`src/rtl/mult_seq_ctrl_if.sv`:
```
// Request/status bundle between the shift-add multiplier controller and its datapath.
// master = requester/datapath side, slave = controller side.
interface mult_seq_ctrl_if #(
  parameter int CNT_W = 4
);
  logic             Run;
  logic             ClearA_LoadB;
  logic             m;
  logic             Signed_mode;
  logic             Clr_Ld;
  logic             ClrA;
  logic             Shift;
  logic             Add;
  logic             Sub;
  logic             fin;
  logic             Busy;
  logic [CNT_W-1:0] Count;

  modport master (
    output Run, ClearA_LoadB, m, Signed_mode,
    input  Clr_Ld, ClrA, Shift, Add, Sub, fin, Busy, Count
  );

  modport slave (
    input  Run, ClearA_LoadB, m, Signed_mode,
    output Clr_Ld, ClrA, Shift, Add, Sub, fin, Busy, Count
  );
endinterface

```
`src/rtl/mult_seq_ctrl.sv`:
```
// Counter-driven controller for the sequential shift-add multiplier (A, X, B, add/sub).
// Optional MULT_SEQ_CTRL_SKIP_ZERO_EN: an ADD step with m=0 shifts directly instead of idling.
module mult_seq_ctrl #(
  parameter  int WIDTH = 8,
  localparam int CNT_W = $clog2(WIDTH + 1)
) (
  input  logic           Clk,
  input  logic           Reset_n,
  mult_seq_ctrl_if.slave bus
);

  typedef enum logic [2:0] {
    IDLE  = 3'd0,
    CLRA  = 3'd1,
    ADD   = 3'd2,
    SHIFT = 3'd3,
    HOLD  = 3'd4
  } state_e;

  state_e           state_q, state_d;
  logic [CNT_W-1:0] cnt_q, cnt_d;
  logic             sgn_q, sgn_d;

  logic clr_ld, clr_a, shift, add, sub, fin, busy;
  logic last_step;

  // The final iteration carries the sign weight of a two's-complement multiplier.
  assign last_step = (cnt_q == CNT_W'(WIDTH - 1));

  always_ff @(posedge Clk or negedge Reset_n) begin
    if (!Reset_n) begin
      state_q <= IDLE;
      cnt_q   <= '0;
      sgn_q   <= 1'b0;
    end else begin
      state_q <= state_d;
      cnt_q   <= cnt_d;
      sgn_q   <= sgn_d;
    end
  end

  always_comb begin
    state_d = state_q;
    cnt_d   = cnt_q;
    sgn_d   = sgn_q;
    clr_ld  = 1'b0;
    clr_a   = 1'b0;
    shift   = 1'b0;
    add     = 1'b0;
    sub     = 1'b0;
    fin     = 1'b0;
    busy    = 1'b0;
    unique case (state_q)
      IDLE: begin
        clr_ld = bus.ClearA_LoadB;
        cnt_d  = '0;
        if (bus.Run) begin
          state_d = CLRA;
          sgn_d   = bus.Signed_mode;
        end
      end
      CLRA: begin
        clr_a   = 1'b1;
        busy    = 1'b1;
        state_d = ADD;
      end
      ADD: begin
        busy = 1'b1;
`ifdef MULT_SEQ_CTRL_SKIP_ZERO_EN
        if (!bus.m) begin
          shift   = 1'b1;
          cnt_d   = cnt_q + CNT_W'(1);
          state_d = last_step ? HOLD : ADD;
        end else begin
          add     = !(last_step && sgn_q);
          sub     = last_step && sgn_q;
          state_d = SHIFT;
        end
`else
        add     = bus.m && !(last_step && sgn_q);
        sub     = bus.m && last_step && sgn_q;
        state_d = SHIFT;
`endif
      end
      SHIFT: begin
        shift   = 1'b1;
        busy    = 1'b1;
        cnt_d   = cnt_q + CNT_W'(1);
        state_d = last_step ? HOLD : ADD;
      end
      HOLD: begin
        fin = 1'b1;
        // Leaving HOLD returns Count to 0 so IDLE always reports a clean status.
        if (!bus.Run) begin
          state_d = IDLE;
          cnt_d   = '0;
        end
      end
      default: begin
        state_d = IDLE;
        cnt_d   = '0;
      end
    endcase
  end

  assign bus.Clr_Ld = clr_ld;
  assign bus.ClrA   = clr_a;
  assign bus.Shift  = shift;
  assign bus.Add    = add;
  assign bus.Sub    = sub;
  assign bus.fin    = fin;
  assign bus.Busy   = busy;
  assign bus.Count  = cnt_q;

endmodule

```
`src/flat_wrapper.sv`:
```
// flat-port wrapper written by rule: the top's interface ports become plain ports
module mult_seq_ctrl_flat 
#(
  parameter  int WIDTH = 8,
  localparam int CNT_W = $clog2(WIDTH + 1)
)
  (Clk, Reset_n, bus_Run, bus_ClearA_LoadB, bus_m, bus_Signed_mode, bus_Clr_Ld, bus_ClrA, bus_Shift, bus_Add, bus_Sub, bus_fin, bus_Busy, bus_Count);
  mult_seq_ctrl_if #(.CNT_W(($clog2((8) + 1)))) bus_i ();
  input  logic Clk;
  input  logic Reset_n;
  input wire logic [$bits(bus_i.Run)-1:0] bus_Run;
  input wire logic [$bits(bus_i.ClearA_LoadB)-1:0] bus_ClearA_LoadB;
  input wire logic [$bits(bus_i.m)-1:0] bus_m;
  input wire logic [$bits(bus_i.Signed_mode)-1:0] bus_Signed_mode;
  output wire logic [$bits(bus_i.Clr_Ld)-1:0] bus_Clr_Ld;
  output wire logic [$bits(bus_i.ClrA)-1:0] bus_ClrA;
  output wire logic [$bits(bus_i.Shift)-1:0] bus_Shift;
  output wire logic [$bits(bus_i.Add)-1:0] bus_Add;
  output wire logic [$bits(bus_i.Sub)-1:0] bus_Sub;
  output wire logic [$bits(bus_i.fin)-1:0] bus_fin;
  output wire logic [$bits(bus_i.Busy)-1:0] bus_Busy;
  output wire logic [$bits(bus_i.Count)-1:0] bus_Count;
  assign bus_i.Run = bus_Run;
  assign bus_i.ClearA_LoadB = bus_ClearA_LoadB;
  assign bus_i.m = bus_m;
  assign bus_i.Signed_mode = bus_Signed_mode;
  assign bus_Clr_Ld = bus_i.Clr_Ld;
  assign bus_ClrA = bus_i.ClrA;
  assign bus_Shift = bus_i.Shift;
  assign bus_Add = bus_i.Add;
  assign bus_Sub = bus_i.Sub;
  assign bus_fin = bus_i.fin;
  assign bus_Busy = bus_i.Busy;
  assign bus_Count = bus_i.Count;
  mult_seq_ctrl #(.WIDTH(WIDTH)) u_core (.Clk(Clk), .Reset_n(Reset_n), .bus(bus_i));
endmodule
```
`config.mk`:
```
export PLATFORM = sky130hd
export DESIGN_NAME = mult_seq_ctrl_flat
export DESIGN_NICKNAME = d
export VERILOG_FILES = /design/src/rtl/mult_seq_ctrl_if.sv /design/src/rtl/mult_seq_ctrl.sv /design/src/flat_wrapper.sv
export SDC_FILE = /design/constraint.sdc
export NUM_CORES = 1
export LEC_CHECK = 0
export ABC_AREA = 0
export BUFFER_PORTS_ARGS = -buffer_cell sky130_fd_sc_hd__buf_2
export CAP_MARGIN = 10
export CORE_AREA = 2 2 39 41
export DETAILED_ROUTE_END_ITERATION = 12
export DIE_AREA = 0 0 41 43
export GPL_ROUTABILITY_DRIVEN = 0
export MAX_ROUTING_LAYER = met4
export PLACE_DENSITY = 0.7
export SYNTH_ARGS = -nofsm -noshare
export SYNTH_HDL_FRONTEND = slang
export SYNTH_SLANG_ARGS = --single-unit
```
`constraint.sdc`:
```
create_clock -name Clk -period 1.7 [get_ports Clk]
set_input_delay 0.255 -clock Clk [delete_from_list [all_inputs] [get_ports Clk]]
set_output_delay 0.255 -clock Clk [all_outputs]
set_load 0.02 [all_outputs]
```
==> impl_metrics.ini, run 1 <==
[outcome]
outcome = complete, no violations

[logic_synthesis]
syn_inst = 53
ys.flop_type = dfrtp_1
ys_seq_area_share_pct = 40.92
synth.avg_cell_area_sq_um = 9.231
ys_warn_count = 0
synth-seq-cells = 8
async_flop_share_pct = 100.0
synth_cell_types = 26
synth_edf_count = 0
synth_nets = 60
synth_area_sq_um = 489.2

[worst_setup_path]
cp_max_fo = 5
reg2reg_to = u_core.bus.Count[1]$_DFFE_PN0P_
start_kind = flop
rrSetupSlack_ns = 0.37
worstPathRequired_ns = 1.44
cpPeakStageDelay_ns = 0.43
crit_chain = ha_2 -> and3b_2 -> a21oi_2 -> buf_4
path_class = reg -> out
end_kind = output pin
rr_worst_depth = 4
crit_slowest_cell = dfrtp_2
r2r-start = u_core.bus.Count[0]$_DFFE_PN0P_
cp.arrival_ns = 1.37

[clock_network]
cts_max_level = 1
cts_tree = done
cts_buffer_depth = 2
cts_made_buffers = 3
clockRootBuffer = clkbuf_4
cts_sinks = 8
path_clk_slew_ns = 0.06
clock_latency_ns = 0.25

[route]
num_vias = 488
drt-pass1-iter-count = 4
post-route-drc-count = 0
wl_per_cell_microns = 13.35
drtAntennaViolNets = 0
avgViaCountPerCell = 5.483
drtIter0Drc = 9
drt_wl_total_mm = 1.188

[finish]
layout-drive-gt1-share_pct = 43.84
area_growth_pct = 31.97
antenna_cells = 0
nets = 82

[grt]
overflow = 0
grt_util_all_layers_pct = 16.67
grt_pass1_vias = 430
antenna_found_initial = 0
grt_max_degree = 14
grt_pass1_wl_mm = 1.876

[hold_path]
holdPathStages = 2
min_to = u_core.state_q[0]$_DFFE_PN0P_
min_path_type = in -> reg
worstHoldStart = bus_Run

[timing]
slew_headroom_pct = 76.22
period_needed_ns = 1.624
fin_ws_ns = 0.07609
hold_viol = 0
max_freq_mhz = 615.8
setup_tns_ns = 0
period_share_pct = 95.52
fin_skew_ns = 0.006047
slew_viol_final = 0
worstMarginPinSlew_ns = 0.3567
setup_violations = 0

[power]
pwr-share-seq_pct = 35.9
p_leak_nw = 0.3128
power_density_nw_per_um2 = 1891
power_frac_comb_pct = 52.3
clockPowerShare_pct = 11.8
power_switching_w = 0.0005476
netSwitchingFraction_pct = 44.84
ir_drop_mv = 0.7353
p_int_w = 0.0006736

[floorplan]
fp.dieH_microns = 43
rows = 14
fp.dieW_microns = 41
boundaryPins = 17
initial_utilization_pct = 35.35
dieArea_sq_um = 1763
core_area_sq_um = 1384

[job]
maxCapViolations = 0

[place]
hpwlAfterDp_microns = 782.6
pre_cts_slack_ns = 0.2357
io_buffers = 16
[critical path: cells and delay by family (launching register included)]
family	cells	cell delay [ns]
flops	1	0.43
simple gates	1	0.24
fa+ha+maj	1	0.19
buf+inv	1	0.15
compound gates	1	0.12
[layer usage]
layer / global-route usage, % / up-vias / wire length, microns / part of all wire (%)
met5: - / - / 0 / 0
met4: 10.00 / 0 / 14 / 1.2
met3: 4.712 / 2 / 47 / 4.0
met2: 22.81 / 13 / 601 / 51
met1: 20.98 / 241 / 524 / 44
li1: - / 232 / - / -
[cell type report]
type,instances,area (sq um)
tap,16,20.02
timing repair buffer,20,117.6
multi-input combinational,42,281.5
clock buffer,3,22.52
sequential,8,203.9
fill,140,738.2
[worst max path at each step]
stage	depth (start not counted)	startpoint	end
global route	3	u_core.state_q[0]$_DFFE_PN0P_	bus_ClrA
global placement	4	u_core.bus.Count[0]$_DFFE_PN0P_	bus_Add
finish	4	u_core.bus.Count[0]$_DFFE_PN0P_	bus_Add
CTS	4	u_core.bus.Count[0]$_DFFE_PN0P_	bus_Add
detailed placement	4	u_core.bus.Count[0]$_DFFE_PN0P_	bus_Add
floorplan	3	u_core.bus.Count[0]$_DFFE_PN0P_	bus_Add
[sequential cells by signal (all words and copies together), names as in the netlist]
name,count
u_core.bus.Count,4
u_core.state_q,3
u_core.sgn_q,1
[power groups by stage]
stage,clock (W),sequential [W],combinational (W)
2_1_floorplan,0,0.000404,0.000431
3_3_place_gp,0,0.000431,0.000550
3_5_place_dp,0,0.000442,0.000557
4_1_cts,0.000151,0.000428,0.000597
5_1_grt,0.000165,0.000452,0.000724
6_report,0.000144,0.000438,0.000639
[metrics by stage]
stage / instances / hold slack, ns / util (%) / instance area [sq um] / total power [W]
detailed placement: 82 / 0.1103 / 41.50 / 574.3 / 0.0009986
global route: 89 / 0.2355 / 46.65 / 645.6 / 0.001341
floorplan: 53 / -0.04059 / - / 489.2 / 0.0008353
CTS: 87 / 0.2294 / 44.67 / 618.1 / 0.001176
finish: 89 / 0.2349 / 46.65 / 645.6 / 0.001221
global placement: 82 / 0.1086 / 41.50 / 574.3 / 0.0009807
[cell usage after synthesis (all sizes together), types with 2 or more instances]
master | n | area, sq um
a21oi | 2 | 10.01
and2 | 2 | 12.51
and3b | 2 | 17.52
buf | 2 | 10.01
dfrtp | 8 | 200.2
mux2 | 2 | 26.27
nand2 | 7 | 26.28
nand3 | 5 | 25.02
nor2 | 3 | 11.26
nor2b | 3 | 18.77
o21ai | 3 | 15.01
[cells by family after synthesis]
group / after synthesis / synth area share [%]
muxes: 2 / 5.370
AOI/OAI and AO/OA: 11 / 14.84
and+or+nand+nor: 27 / 31.46
adders and majority gates: 1 / 2.557
buffers and inverters: 3 / 3.068
xor gates and xnor gates: 1 / 1.791
DFF: 8 / 40.92
[layout by cell type (no fill, tap or decap)]
cell type      netlist  layout
dfrtp_1              8       5
a21boi_0             1       1
o211ai_1             1       1
a21oi_2              0       1
nand3_1              5       5
a21o_1               1       1
buf_2                2      14
or4b_1               1       1
o21a_1               1       1
nor3b_1              1       1
ha_2                 0       1
nor3_1               1       1
clkbuf_4             0       3
and3b_2              0       1
and3b_1              2       1
dlygate4sd3_1        0       1
nand2_1              7       7
a21oi_1              2       1
o21ai_0              3       3
and4bb_2             1       1
nor2_1               3       3
mux2_2               1       1
dfrtp_2              0       3
and2_1               2       2
buf_4                0       5
xor2_1               1       1
o21ba_2              1       1
mux2_4               1       1
or4_1                1       1
a22oi_1              1       1
nor2b_1              3       3
[what timing repair did]
action | CTS | global route
buffers inserted | 1 | 2
endpoints found under the hold margin | 8 | 0
pin swaps | 0 | 2
gates cloned | 0 | 0
setup endpoints to repair | 2 | 5
hold buffers | 1 | 0
gates resized for setup | 2 | 6
Power figures use the tool's default switching activity.
==> run 2, diff against run 1 <==
==> constraint.sdc (replaced) <==
create_clock -name Clk -period 1.7 [get_ports Clk]
set_input_delay 0.425 -clock Clk [delete_from_list [all_inputs] [get_ports Clk]]
set_output_delay 0.425 -clock Clk [all_outputs]
set_load 0.02 [all_outputs]
==> run 2 against run 1 <==
Effect of this change:
- the flow now finishes with violations (setup timing)
- sequential cell count is the same
- via count is the same
- clock skew is essentially flat
- non-clock buffer count grew 5
- combinational power grew 21%
- register-to-register slack is essentially flat
==> impl_metrics.ini, run 2 (same netlist as run 1, synthesis figures left out) <==
[floorplan]
fp.dieH_microns = 43
core_area_sq_um = 1384
rows = 14
dieArea_sq_um = 1763
fp.dieW_microns = 41
initial_utilization_pct = 35.35
boundaryPins = 17

[timing]
max_freq_mhz = 572.6
setup_violations = 2
worstMarginPinSlew_ns = 0.1904
period_needed_ns = 1.747
slew_viol_final = 0
slew_headroom_pct = 87.31
fin_ws_ns = -0.04651
fin_skew_ns = 0.006314
rsz0062_at_grt = true
setup_tns_ns = -0.08534
period_share_pct = 102.7
hold_viol = 0

[worst_setup_path]
crit_chain = ha_2 -> and3b_2 -> a21oi_2 -> buf_4
rr_worst_depth = 4
start_kind = flop
end_kind = output pin
crit_slowest_cell = dfrtp_1
cp.arrival_ns = 1.32
cpPeakStageDelay_ns = 0.38
r2r-start = u_core.state_q[0]$_DFFE_PN0P_
crit_buf_inv = 1
cp_max_fo = 4
reg2reg_to = u_core.bus.Count[2]$_DFFE_PN0P_
worstPathRequired_ns = 1.27
rrSetupSlack_ns = 0.38
path_class = reg -> out
critical-path-top-delay-family = flip-flops

[power]
p_leak_nw = 0.3409
power_density_nw_per_um2 = 1864
ir_drop_mv = 0.6159

[route]
drt_wl_total_mm = 1.133
drt-pass1-iter-count = 3
num_vias = 488
post-route-drc-count = 0
drtAntennaViolNets = 0
avgViaCountPerCell = 5.191
wl_per_cell_microns = 12.05
drtIter0Drc = 4

[clock_network]
cts_made_buffers = 3
path_clk_slew_ns = 0.05
clockRootBuffer = clkbuf_4
cts_max_level = 1
cts_buffer_depth = 2
cts_sinks = 8
cts_tree = done
clock_latency_ns = 0.26

[finish]
antenna_cells = 0
layout-drive-gt1-share_pct = 51.28
largest_reg_flops = 4
final_cell_mix = 12 x buf_2, 10 x buf_4, 7 x nand2_1
nets = 87
final_common_cell = buf_2
register_area_sq_um = 203.9
area_growth_pct = 44.25
fin_area_sq_um = 705.7
fillCellCount = 133
multiInputGateArea_sq_um = 291.5
layoutNonFillerInstCount = 94

[grt]
grt_max_degree = 10
grt_pass1_wl_mm = 1.869
overflow = 0
grt_pass1_vias = 432
antenna_found_initial = 0
grt_util_all_layers_pct = 16.79

[hold_path]
worstHoldStart = bus_Signed_mode
holdPathStages = 2
min_path_type = in -> reg
min_to = u_core.sgn_q$_DFFE_PN0P_

[place]
dp_cells = 87
place_area_sq_um = 618.1
hpwlAfterDp_microns = 848.7
io_buffers = 16

[outcome]
outcome = finished with violations
violations = setup timing

[job]
maxCapViolations = 0
==> run 2: changes by cell type in the layout (fill, tap and decap cells not counted) <==
cell and change:
nor2_2 +2, buf_2 -2, nor3_1 -1, nor2_1 -2, buf_4 +5, buf_6 +2, nor3_2 +1
==> run 2: worst max-delay path by stage <==
| stage | to | slack [ns] | cells after the start | from |
|---|---|---|---|---|
| global route | bus_Add | -0.11 | 4 | u_core.bus.Count[0]$_DFFE_PN0P_ |
| CTS | bus_Add | -0.08 | 4 | u_core.bus.Count[1]$_DFFE_PN0P_ |
| global placement | bus_Add | 0.18 | 4 | u_core.bus.Count[0]$_DFFE_PN0P_ |
| finish | bus_Add | -0.05 | 4 | u_core.bus.Count[0]$_DFFE_PN0P_ |
| detailed placement | bus_Add | 0.15 | 4 | u_core.bus.Count[0]$_DFFE_PN0P_ |
| floorplan | bus_Sub | 0.04 | 4 | u_core.bus.Count[0]$_DFFE_PN0P_ |
==> run 2: stage by stage <==
step / hold WS (ns) / power, W / util (%) / setup slack [ns]
6_report: 0.3985 / 0.001315 / 50.99 / -0.04651
5_1_grt: 0.3818 / 0.001441 / 50.99 / -0.1104
4_1_cts: 0.3910 / 0.001267 / 49.10 / -0.07675
3_5_place_dp: 0.2824 / 0.001067 / 44.67 / 0.1531
3_3_place_gp: 0.2792 / 0.001053 / 44.67 / 0.1761
2_1_floorplan: 0.1294 / 0.0008444 / - / 0.04076
==> run 2: area by class of cell <==
| type | instances | share of cell area, % |
|---|---|---|
| clock buffer | 3 | 3.191 |
| multi-input combinational | 42 | 41.31 |
| tap | 16 | 2.837 |
| sequential | 8 | 28.90 |
| timing repair buffer | 25 | 23.76 |
==> run 2: metal layers <==
metal / global-route usage [%] / share of wire, %
met5: - / 0
met3: 6.283 / 4.3
met2: 22.81 / 51
met1: 21.38 / 44
met4: 8.000 / 1.2
==> run 2: timing repair <==
action / 4_1_cts / 5_1_grt
setup buffers: 1 / 2
pin swaps: 3 / 1
endpoints found under the setup margin: 5 / 6
cloned: 0 / 0
hold buffers: 1 / 0
hold endpoints to repair: 4 / 0
resized for setup: 9 / 4
==> run 2: power breakdown <==
group / switching [W] / total (W) / internal (W)
sequential: 0.000108 / 0.000389 / 0.000282
clock: 0.0000692 / 0.000150 / 0.0000811
combinational: 0.000378 / 0.000776 / 0.000398
